[config.mk]
export PLATFORM = sky130hd
export DESIGN_NAME = clk_ratio_monitor
export DESIGN_NICKNAME = d
export VERILOG_FILES = /design/src/rtl/clk_mon_pkg.sv /design/src/rtl/clk_mon_edge.sv /design/src/rtl/clk_ratio_monitor.sv
export SDC_FILE = /design/constraint.sdc
export NUM_CORES = 1
export LEC_CHECK = 0
export ABC_AREA = 1
export CAP_MARGIN = 20
export CORE_MARGIN = 2
export CORE_UTILIZATION = 30
export CTS_CLUSTER_DIAMETER = 40
export CTS_CLUSTER_SIZE = 40
export DETAILED_ROUTE_END_ITERATION = 10
export PLACE_DENSITY = 0.48
export SLEW_MARGIN = 10
export SYNTH_ARGS = -nofsm -noshare
export SYNTH_HDL_FRONTEND = slang
export SYNTH_SLANG_ARGS = --single-unit
[constraint.sdc]
create_clock -name clk -period 2.6 [get_ports clk]
set_clock_uncertainty 0.2 [all_clocks]
set_input_delay 0.52 -clock clk [delete_from_list [all_inputs] [get_ports clk]]
set_output_delay 0.52 -clock clk [all_outputs]
set_load 0.01 [all_outputs]
[src/rtl/clk_mon_pkg.sv]
// Shared types and width helpers for clk_ratio_monitor.
package clk_mon_pkg;

  typedef enum logic [1:0] {
    IDLE = 2'd0,
    HIGH = 2'd1,
    LOW  = 2'd2
  } state_e;

  localparam int unsigned STREAK_W = 4;

  // All-ones value of a w-bit counter (w <= 31).
  function automatic int unsigned sat_val(input int unsigned w);
    return (32'd1 << w) - 32'd1;
  endfunction

  // Width needed to hold 2*x for a w-bit x without wrap.
  function automatic int unsigned cmp_w(input int unsigned w);
    return w + 32'd1;
  endfunction

endpackage

[src/rtl/clk_mon_edge.sv]
// Edge detector for the monitored clock; optional 2-flop synchronizer
// when CLK_MON_SYNC_IN_EN is defined.
module clk_mon_edge (
  input  logic clk,
  input  logic rstn,
  input  logic clk_in,
  output logic rise_c,
  output logic fall_c
);

  logic s_c;
  logic prev_q;

`ifdef CLK_MON_SYNC_IN_EN
  logic sync1_q;
  logic sync2_q;

  always_ff @(posedge clk or negedge rstn) begin
    if (!rstn) begin
      sync1_q <= 1'b0;
      sync2_q <= 1'b0;
    end else begin
      sync1_q <= clk_in;
      sync2_q <= sync1_q;
    end
  end

  assign s_c = sync2_q;
`else
  assign s_c = clk_in;
`endif

  always_ff @(posedge clk or negedge rstn) begin
    if (!rstn) prev_q <= 1'b0;
    else       prev_q <= s_c;
  end

  assign rise_c = s_c & ~prev_q;
  assign fall_c = ~s_c & prev_q;

endmodule

[src/rtl/clk_ratio_monitor.sv]
// Measures period and high time of a divided clock in clk cycles and checks
// them against EXP_DIV/TOL and 50% duty. Optional macro: CLK_MON_SYNC_IN_EN.
module clk_ratio_monitor
  import clk_mon_pkg::*;
#(
  parameter int unsigned CNT_W   = 8,
  parameter int unsigned EXP_DIV = 6,
  parameter int unsigned TOL     = 0,
  parameter int unsigned LOCK_N  = 4
) (
  input  logic             clk,
  input  logic             rstn,
  input  logic             clk_in,
  output logic [CNT_W-1:0] period_o,
  output logic [CNT_W-1:0] high_o,
  output logic             meas_valid,
  output logic             match_o,
  output logic             locked,
  output logic             err
);

  localparam int unsigned SAT  = sat_val(CNT_W);
  localparam int unsigned CW   = cmp_w(CNT_W);

  logic rise_c;
  logic fall_c;

  clk_mon_edge u_edge (
    .clk    (clk),
    .rstn   (rstn),
    .clk_in (clk_in),
    .rise_c (rise_c),
    .fall_c (fall_c)
  );

  state_e              state_q, state_d;
  logic [CNT_W-1:0]    cnt_q, cnt_d;
  logic [CNT_W-1:0]    hi_cap_q, hi_cap_d;
  logic [CNT_W-1:0]    period_q, period_d;
  logic [CNT_W-1:0]    high_q, high_d;
  logic                meas_valid_q, meas_valid_d;
  logic                match_q, match_d;
  logic                locked_q, locked_d;
  logic                err_q, err_d;
  logic [STREAK_W-1:0] streak_q, streak_d;

  logic             cnt_sat_c;
  logic             timeout_c;
  logic             match_c;
  logic [CNT_W-1:0] per_diff_c;
  logic [CW-1:0]    hi2_c;
  logic [CW-1:0]    cnt_x_c;
  logic [CW-1:0]    duty_diff_c;
  logic [STREAK_W-1:0] streak_inc_c;

  // Period and duty checks on the measurement about to be published.
  always_comb begin
    cnt_sat_c   = (cnt_q == CNT_W'(SAT));
    timeout_c   = (state_q != IDLE) && cnt_sat_c && !rise_c && !fall_c;
    per_diff_c  = (cnt_q >= CNT_W'(EXP_DIV)) ? (cnt_q - CNT_W'(EXP_DIV))
                                             : (CNT_W'(EXP_DIV) - cnt_q);
    hi2_c       = {hi_cap_q, 1'b0};
    cnt_x_c     = CW'(cnt_q);
    duty_diff_c = (hi2_c >= cnt_x_c) ? (hi2_c - cnt_x_c) : (cnt_x_c - hi2_c);
    match_c     = (32'(per_diff_c) <= TOL) && (duty_diff_c <= CW'(1));
    streak_inc_c = (streak_q >= STREAK_W'(LOCK_N)) ? STREAK_W'(LOCK_N)
                                                   : streak_q + STREAK_W'(1);
  end

  always_comb begin
    state_d      = state_q;
    cnt_d        = rise_c ? CNT_W'(1) : (cnt_sat_c ? cnt_q : cnt_q + CNT_W'(1));
    hi_cap_d     = hi_cap_q;
    period_d     = period_q;
    high_d       = high_q;
    meas_valid_d = 1'b0;
    match_d      = match_q;
    locked_d     = locked_q;
    err_d        = 1'b0;
    streak_d     = streak_q;

    if (timeout_c) begin
      err_d    = 1'b1;
      locked_d = 1'b0;
      streak_d = '0;
      match_d  = 1'b0;
      state_d  = IDLE;
    end else begin
      case (state_q)
        IDLE: if (rise_c) state_d = HIGH;
        HIGH: begin
          if (fall_c) begin
            hi_cap_d = cnt_q;
            state_d  = LOW;
          end
        end
        LOW: begin
          if (rise_c) begin
            period_d     = cnt_q;
            high_d       = hi_cap_q;
            meas_valid_d = 1'b1;
            match_d      = match_c;
            state_d      = HIGH;
            if (match_c) begin
              streak_d = streak_inc_c;
              if (streak_inc_c == STREAK_W'(LOCK_N)) locked_d = 1'b1;
            end else begin
              err_d    = 1'b1;
              streak_d = '0;
              locked_d = 1'b0;
            end
          end
        end
        default: state_d = IDLE;
      endcase
    end
  end

  always_ff @(posedge clk or negedge rstn) begin
    if (!rstn) begin
      state_q      <= IDLE;
      cnt_q        <= '0;
      hi_cap_q     <= '0;
      period_q     <= '0;
      high_q       <= '0;
      meas_valid_q <= 1'b0;
      match_q      <= 1'b0;
      locked_q     <= 1'b0;
      err_q        <= 1'b0;
      streak_q     <= '0;
    end else begin
      state_q      <= state_d;
      cnt_q        <= cnt_d;
      hi_cap_q     <= hi_cap_d;
      period_q     <= period_d;
      high_q       <= high_d;
      meas_valid_q <= meas_valid_d;
      match_q      <= match_d;
      locked_q     <= locked_d;
      err_q        <= err_d;
      streak_q     <= streak_d;
    end
  end

  assign period_o   = period_q;
  assign high_o     = high_q;
  assign meas_valid = meas_valid_q;
  assign match_o    = match_q;
  assign locked     = locked_q;
  assign err        = err_q;

endmodule
==> summary.txt, run 1 <==
GRT
  – Antenna violations before repair: 0
  – Vias in the first global route: 2589
  – Global-route wire length before repair: 12.08 mm
  – GRT Total Usage: 14.90%
  – GRT overflow: 0
  – Largest net degree at the start of global routing: 28

Yosys
  – Syn Inst Count: 380
  – Share of the synthesized area in the top cell type: 38.17%
  – Post-synthesis sequential area ratio: 38.17%
  – Ys Warns: 0
  – Syn avg cell area: 7.418 µm²
  – Synth Flop Type: dfrtp_1
  – Top post-synthesis cells by count: nand2_1, inv_1, dfrtp_1
  – #FFs+latches synth: 43
  – Mapped cell area: 2819 µm²
  – Asr flop ratio synth: 100.0%
  – Post-synthesis cell type count: 33
  – Mapped Nets: 403
  – Area leader, netlist: dfrtp_1
  – Most common cell in the netlist: nand2_1
  – Area contributors post-synth: dfrtp_1, nand2_1, ha_1, inv_1, o21ai_0
  – Number of synthesized flops with an enable pin: 0

Timing
  – Final-report hold violation count: 0
  – Worst slew margin: 58.08%
  – Maximum clock frequency: 422.5 MHz
  – Max-slew violation count: 0
  – Post-Route Setup TNS: 0 ns
  – Final min period: 2.367 ns
  – Worst-margin pin slew: 0.6289 ns
  – Post-route clock period utilization: 91.03%
  – Final setup viols: 0
  – Unrepaired setup endpoints after global routing: no

Die
  – Die area: 10190 µm²
  – Die height: 100.9 µm
  – Num ports: 23
  – Rows: 35
  – Die width: 100.9 µm
  – Core box area: 9196 µm²
  – Initial Util: 30.65%

CTS
  – Setup Buffers After CTS: 0
  – Resize count post-CTS: 0
  – CTS hold repair buffers: 0
  – Clk Latency, worst-skew pair: 0.29 ns
  – TritonCTS clock tree: done
  – Cts bufs inserted: 5
  – Clock Tree Root: clkbuf_8
  – Clock-pin slew on the worst setup and hold paths: 0.08 ns
  – Maximum clock insertion buffer count: 2
  – Clock sink count: 43
  – Max H-tree Level: 2

Detailed routing
  – DRC viols: 0
  – Detail Route Antenna Nets: 0
  – Via Count: 2480
  – Detailed Routing Iterations Pass 1: 4
  – Routed wire per std cell: 12.84 µm
  – Initial detailed-routing violation count: 81
  – Drt total wl: 6.793 mm
  – Vias per cell: 4.688

Cells and area
  – Area grow syn2layout: 20.06%
  – Layout cells sized above 1: 14.35%
  – Antenna cells: 0
  – Final Net Count: 441

Power
  – Leak: 1.704 nW
  – P per Cell Area: 1197 nW/µm²
  – Total power draw: 4.051 mW
  – Peak VDD IR: 0.0003386 V

Place
  – HPWL Detailed: 5.424 mm
  – Port Buffer Count: 22
  – Placer congestion estimate: 0.8526

Min path
  – Worst Hold Class: in -> async

Worst setup path
  – Worst setup EP type: register
  – CP Data Required Time: 2.61 ns
  – Crit path max fanout: 5
  – Crit start category: register
  – Worst path arrival time: 2.38 ns
  – Setup CP Type: reg -> reg

Flow run
  – Number of max-cap violations: 0

Run status
  – Status: finished, final reports clean
cell usage in the layout (no fill, tap or decap), drive strengths merged:
cell / count
clkbuf: 6
nand2: 124
nor3: 5
nand3: 25
nand3b: 2
buf: 16
xnor2: 2
o31ai: 1
o2111ai: 1
nor2: 34
nor4: 1
xor2: 2
bufinv: 1
ha: 18
or2: 3
a31oi: 1
o21ai: 35
dfrtp: 43
clkdlybuf4s50: 21
a22oi: 1
a21oi: 17
nand4: 5
fa: 2
inv: 52
metrics by stage:
stage,setup WS (ns),util (%),area (µm²),std cells,hold slack (ns)
floorplan,0.1254,-,2819,380,0.02441
global route,0.004122,36.80,3385,529,0.08659
detailed placement,0.1023,35.43,3258,522,0.2672
global placement,0.1637,35.43,3258,522,0.2656
CTS,0.06556,36.54,3361,529,0.06721
finish,0.2332,36.80,3385,529,0.04082
path summary, 6_finish.rpt:
check	startpoint	endpoint	slack, ns	cells after the start
worst min register to register	streak_q[2]	streak_q[2]	0.28	2
worst max-delay path	cnt_q[1]	match_o	0.23	14
worst max register to register	cnt_q[1]	match_o	0.23	14
worst min-delay path	rstn	hi_cap_q[6]	0.04	1
min in group clk	streak_q[2]	streak_q[2]	0.28	2
max in group asynchronous	rstn	cnt_q[7]	1.57	2
report_power, final:
part	switching, mW	internal (mW)
combinational	1.59	1.01
clock	0.221	0.282
sequential	0.114	0.833
total	1.92	2.13
sequential cells by signal (all words and copies together), names as in the netlist, 2 cells and up:
signal	count
hi_cap_q	8
streak_q	4
cnt_q	8
period_o	8
state_q	2
high_o	8
cells by family after synthesis:
group	share of synthesized area, %
buffers and inverters	7.900
AOI/OAI and AO/OA	10.43
and+or+nand+nor	32.85
xor gates and xnor gates	1.243
DFF	38.17
adders and majority gates	9.410
layer usage:
layer	wire length, µm	share of wire [%]	GRT usage, %	vias up
met3	160	2.4	2.427	7
met5	0	0	0	-
met1	3297	49	20.00	1166
li1	-	-	-	1283
met4	78	1.1	4.366	0
met2	3256	48	24.77	24
layout make-up:
cell class / count / area, µm²
Sequential cell: 43 / 1079
Timing Repair Buffer: 37 / 327.8
Inverter: 52 / 195.2
Tap cell: 111 / 138.9
Multi-Input combinational cell: 279 / 1541
Clock buffer: 6 / 72.57
Fill cell: 1000 / 5812
Clock inverter: 1 / 30.03
critical path: stages, from the launching register on:
cell and delay, ns:
dfrtp_1 0.35, inv_1 0.06, ha_1 0.23, fa_2 0.38, inv_2 0.10, nor2_2 0.06, nor2_4 0.10, nand2_4 0.08
a21oi_4 0.17, nand2_1 0.07, nand2_1 0.08, nand2_2 0.06, nor2_4 0.16, nand2_2 0.08, a21oi_1 0.13
No activity file was read; power rests on OpenSTA's default activity.
==> inputs of run 2 (changes only) <==
--- a/config.mk
+++ b/config.mk
@@ -12,7 +12,8 @@
 export CTS_CLUSTER_DIAMETER = 40
 export CTS_CLUSTER_SIZE = 40
 export DETAILED_ROUTE_END_ITERATION = 10
-export PLACE_DENSITY = 0.48
+export PLACE_DENSITY = 0.47
+export REMOVE_ABC_BUFFERS = 1
 export SLEW_MARGIN = 10
 export SYNTH_ARGS = -nofsm -noshare
 export SYNTH_HDL_FRONTEND = slang
==> constraint.sdc (replaced) <==
create_clock -name clk -period 2.4 [get_ports clk]
set_clock_uncertainty 0.2 [all_clocks]
set_input_delay 0.48 -clock clk [delete_from_list [all_inputs] [get_ports clk]]
set_output_delay 0.48 -clock clk [all_outputs]
set_load 0.01 [all_outputs]
==> summary.txt, run 2 (synthesis gave the netlist of run 1 again) <==
Run status
  – Status: finished, final reports clean

Die
  – Die width: 100.9 µm
  – Initial Util: 30.65%
  – Core box area: 9196 µm²
  – Num ports: 23
  – Die height: 100.9 µm
  – Die area: 10190 µm²
  – Rows: 35

Worst setup path
  – CP top delay family: adder cells
  – Worst setup EP type: register
  – CP Data Required Time: 2.43 ns
  – Crit start category: register
  – Setup CP Type: reg -> reg
  – Crit path max fanout: 5
  – Max incr delay on CP: 0.43 ns
  – Critical Path, Cell by Cell: ha_4 -> fa_2 -> buf_4 -> nor2_2 -> o21ai_0 -> a21oi_1 -> nand2_1 -> nand2_1 -> nand2_2 -> nor2_4 -> nand2_2 -> a21oi_1
  – Worst path arrival time: 2.30 ns
  – Worst path bufs/invs: 1
  – Slowest CP cell: dfrtp_1

Timing
  – Final WS setup: 0.1268 ns
  – Max-slew violation count: 0
  – Final setup viols: 0
  – Worst slew margin: 55.17%
  – Post-Route Setup TNS: 0 ns
  – Maximum clock frequency: 439.9 MHz
  – Post-route clock period utilization: 94.72%
  – Worst-margin pin slew: 0.6724 ns
  – WHS: 0.001833 ns
  – Final min period: 2.273 ns
  – Final-report hold violation count: 0

CTS
  – Cts bufs inserted: 5
  – Clock Tree Root: clkbuf_8
  – Maximum clock insertion buffer count: 2
  – Max H-tree Level: 2
  – Clock sink count: 43
  – Clock-pin slew on the worst setup and hold paths: 0.09 ns
  – Clk Latency, worst-skew pair: 0.30 ns
  – Setup Buffers After CTS: 0
  – TritonCTS clock tree: done
  – CTS hold repair buffers: 0

Power
  – Leak: 1.770 nW
  – Comb power frac: 64.6%
  – Peak VDD IR: 0.0004042 V
  – NetSw: 2.179 mW
  – Clk pwr share: 13.2%
  – Total power draw: 4.678 mW
  – P_int: 2.499 mW
  – Sequential fraction of design power: 22.2%
  – P per Cell Area: 1307 nW/µm²
  – Net Sw Frac: 46.58%

Cells and area
  – Area grow syn2layout: 26.94%
  – Antenna cells: 0
  – Commonest non-fill, non-tap cell in the layout: nand2_1
  – Final Instance Count excl. Fillers: 538
  – Commonest cells after routing, fill and taps aside: nand2_1, inv_1, dfrtp_1
  – Layout cells sized above 1: 18.74%
  – Final Core Density: 38.91%
  – Final Net Count: 449
  – Final instance area: 3578 µm²

Place
  – Placed cell areas: 3318 µm²
  – HPWL Detailed: 5.299 mm
  – Port Buffer Count: 22
  – Placed Cells incl. Taps: 530
  – Placer congestion estimate: 0.8182
  – Dpl ws: -0.02226 ns

Detailed routing
  – Detailed Routing Iterations Pass 1: 4
  – Via Count: 2503
  – Detail Route Antenna Nets: 0
  – Routed wire per std cell: 12.71 µm
  – Drt total wl: 6.837 mm
  – Metal1 wirelength: 3.383 mm
  – Met3 routed WL: 136 µm
  – Top Metal Used: met4
  – Vias per cell: 4.652
  – Initial detailed-routing violation count: 124
  – Wire length on met2: 3.222 mm
  – DRC viols: 0

GRT
  – GRT Total Usage: 14.86%
  – Vias in the first global route: 2455
  – Largest net degree at the start of global routing: 34
  – Antenna violations before repair: 0
  – Global-route wire length before repair: 11.96 mm
  – GRT overflow: 0

Flow run
  – Number of max-cap violations: 0

Min path
  – Worst Hold Class: in -> async
-- run 2: cell count changes in the layout (fill, tap and decap cells not counted), moves of 2 or more --
cell     change
buf_4        +8
ha_4         +7
ha_1         -5
dfrtp_1      +2
dfrtp_2      -2
ha_2         -2
nand3_1      -2
nand3_2      +2
nor2_1       -2
nor2_4       +2
-- run 2: power by group through the flow --
stage	combinational (mW)	sequential (mW)	clock [mW]
6_report	3.02	1.04	0.616
5_1_grt	3.48	1.06	0.670
4_1_cts	2.86	1.02	0.636
3_5_place_dp	2.82	1.04	0
3_3_place_gp	2.82	1.03	0
2_1_floorplan	1.99	1.09	0
-- run 2: area by class of cell --
| type | count | area, µm² |
|---|---|---|
| multi-input cells | 279 | 1659 |
| inverters | 52 | 195.2 |
| well taps | 111 | 138.9 |
| repair buffers | 45 | 387.9 |
| clock inverters | 2 | 38.79 |
| clock buffers | 6 | 82.58 |
| flip-flops and latches | 43 | 1076 |
| fillers | 972 | 5618 |
-- run 2: path summary, 6_finish.rpt --
path                              from          end  slack, ns  cells after the start
max                        hi_cap_q[0]      match_o       0.13                     12
min                               rstn   meas_valid      0.002                      1
max reg2reg                hi_cap_q[0]      match_o       0.13                     12
min reg2reg                  high_o[2]    high_o[2]       0.29                      2
max in group asynchronous         rstn  streak_q[3]       1.41                      2
min in group clk             high_o[2]    high_o[2]       0.29                      2
-- run 2: worst reg2reg max path, cell delays in order, from the launching register on --
cell and delay, ns:
dfrtp_1 0.43, ha_4 0.18, fa_2 0.35, buf_4 0.15, nor2_2 0.11, o21ai_0 0.08, a21oi_1 0.17, nand2_1 0.07
nand2_1 0.08, nand2_2 0.07, nor2_4 0.13, nand2_2 0.07, a21oi_1 0.12
-- run 2: repair_timing --
item | 4_1_cts | 5_1_grt
pin swaps | 1 | 4
setup endpoints to repair | 5 | 7
gates resized for setup | 2 | 26
-- run 2: layer usage --
metal / GRT usage (%) / vias to the layer above
met5: 0 / -
met4: 4.678 / 0
met3: 2.288 / 7
met2: 24.10 / 26
met1: 20.39 / 1172
li1: - / 1298
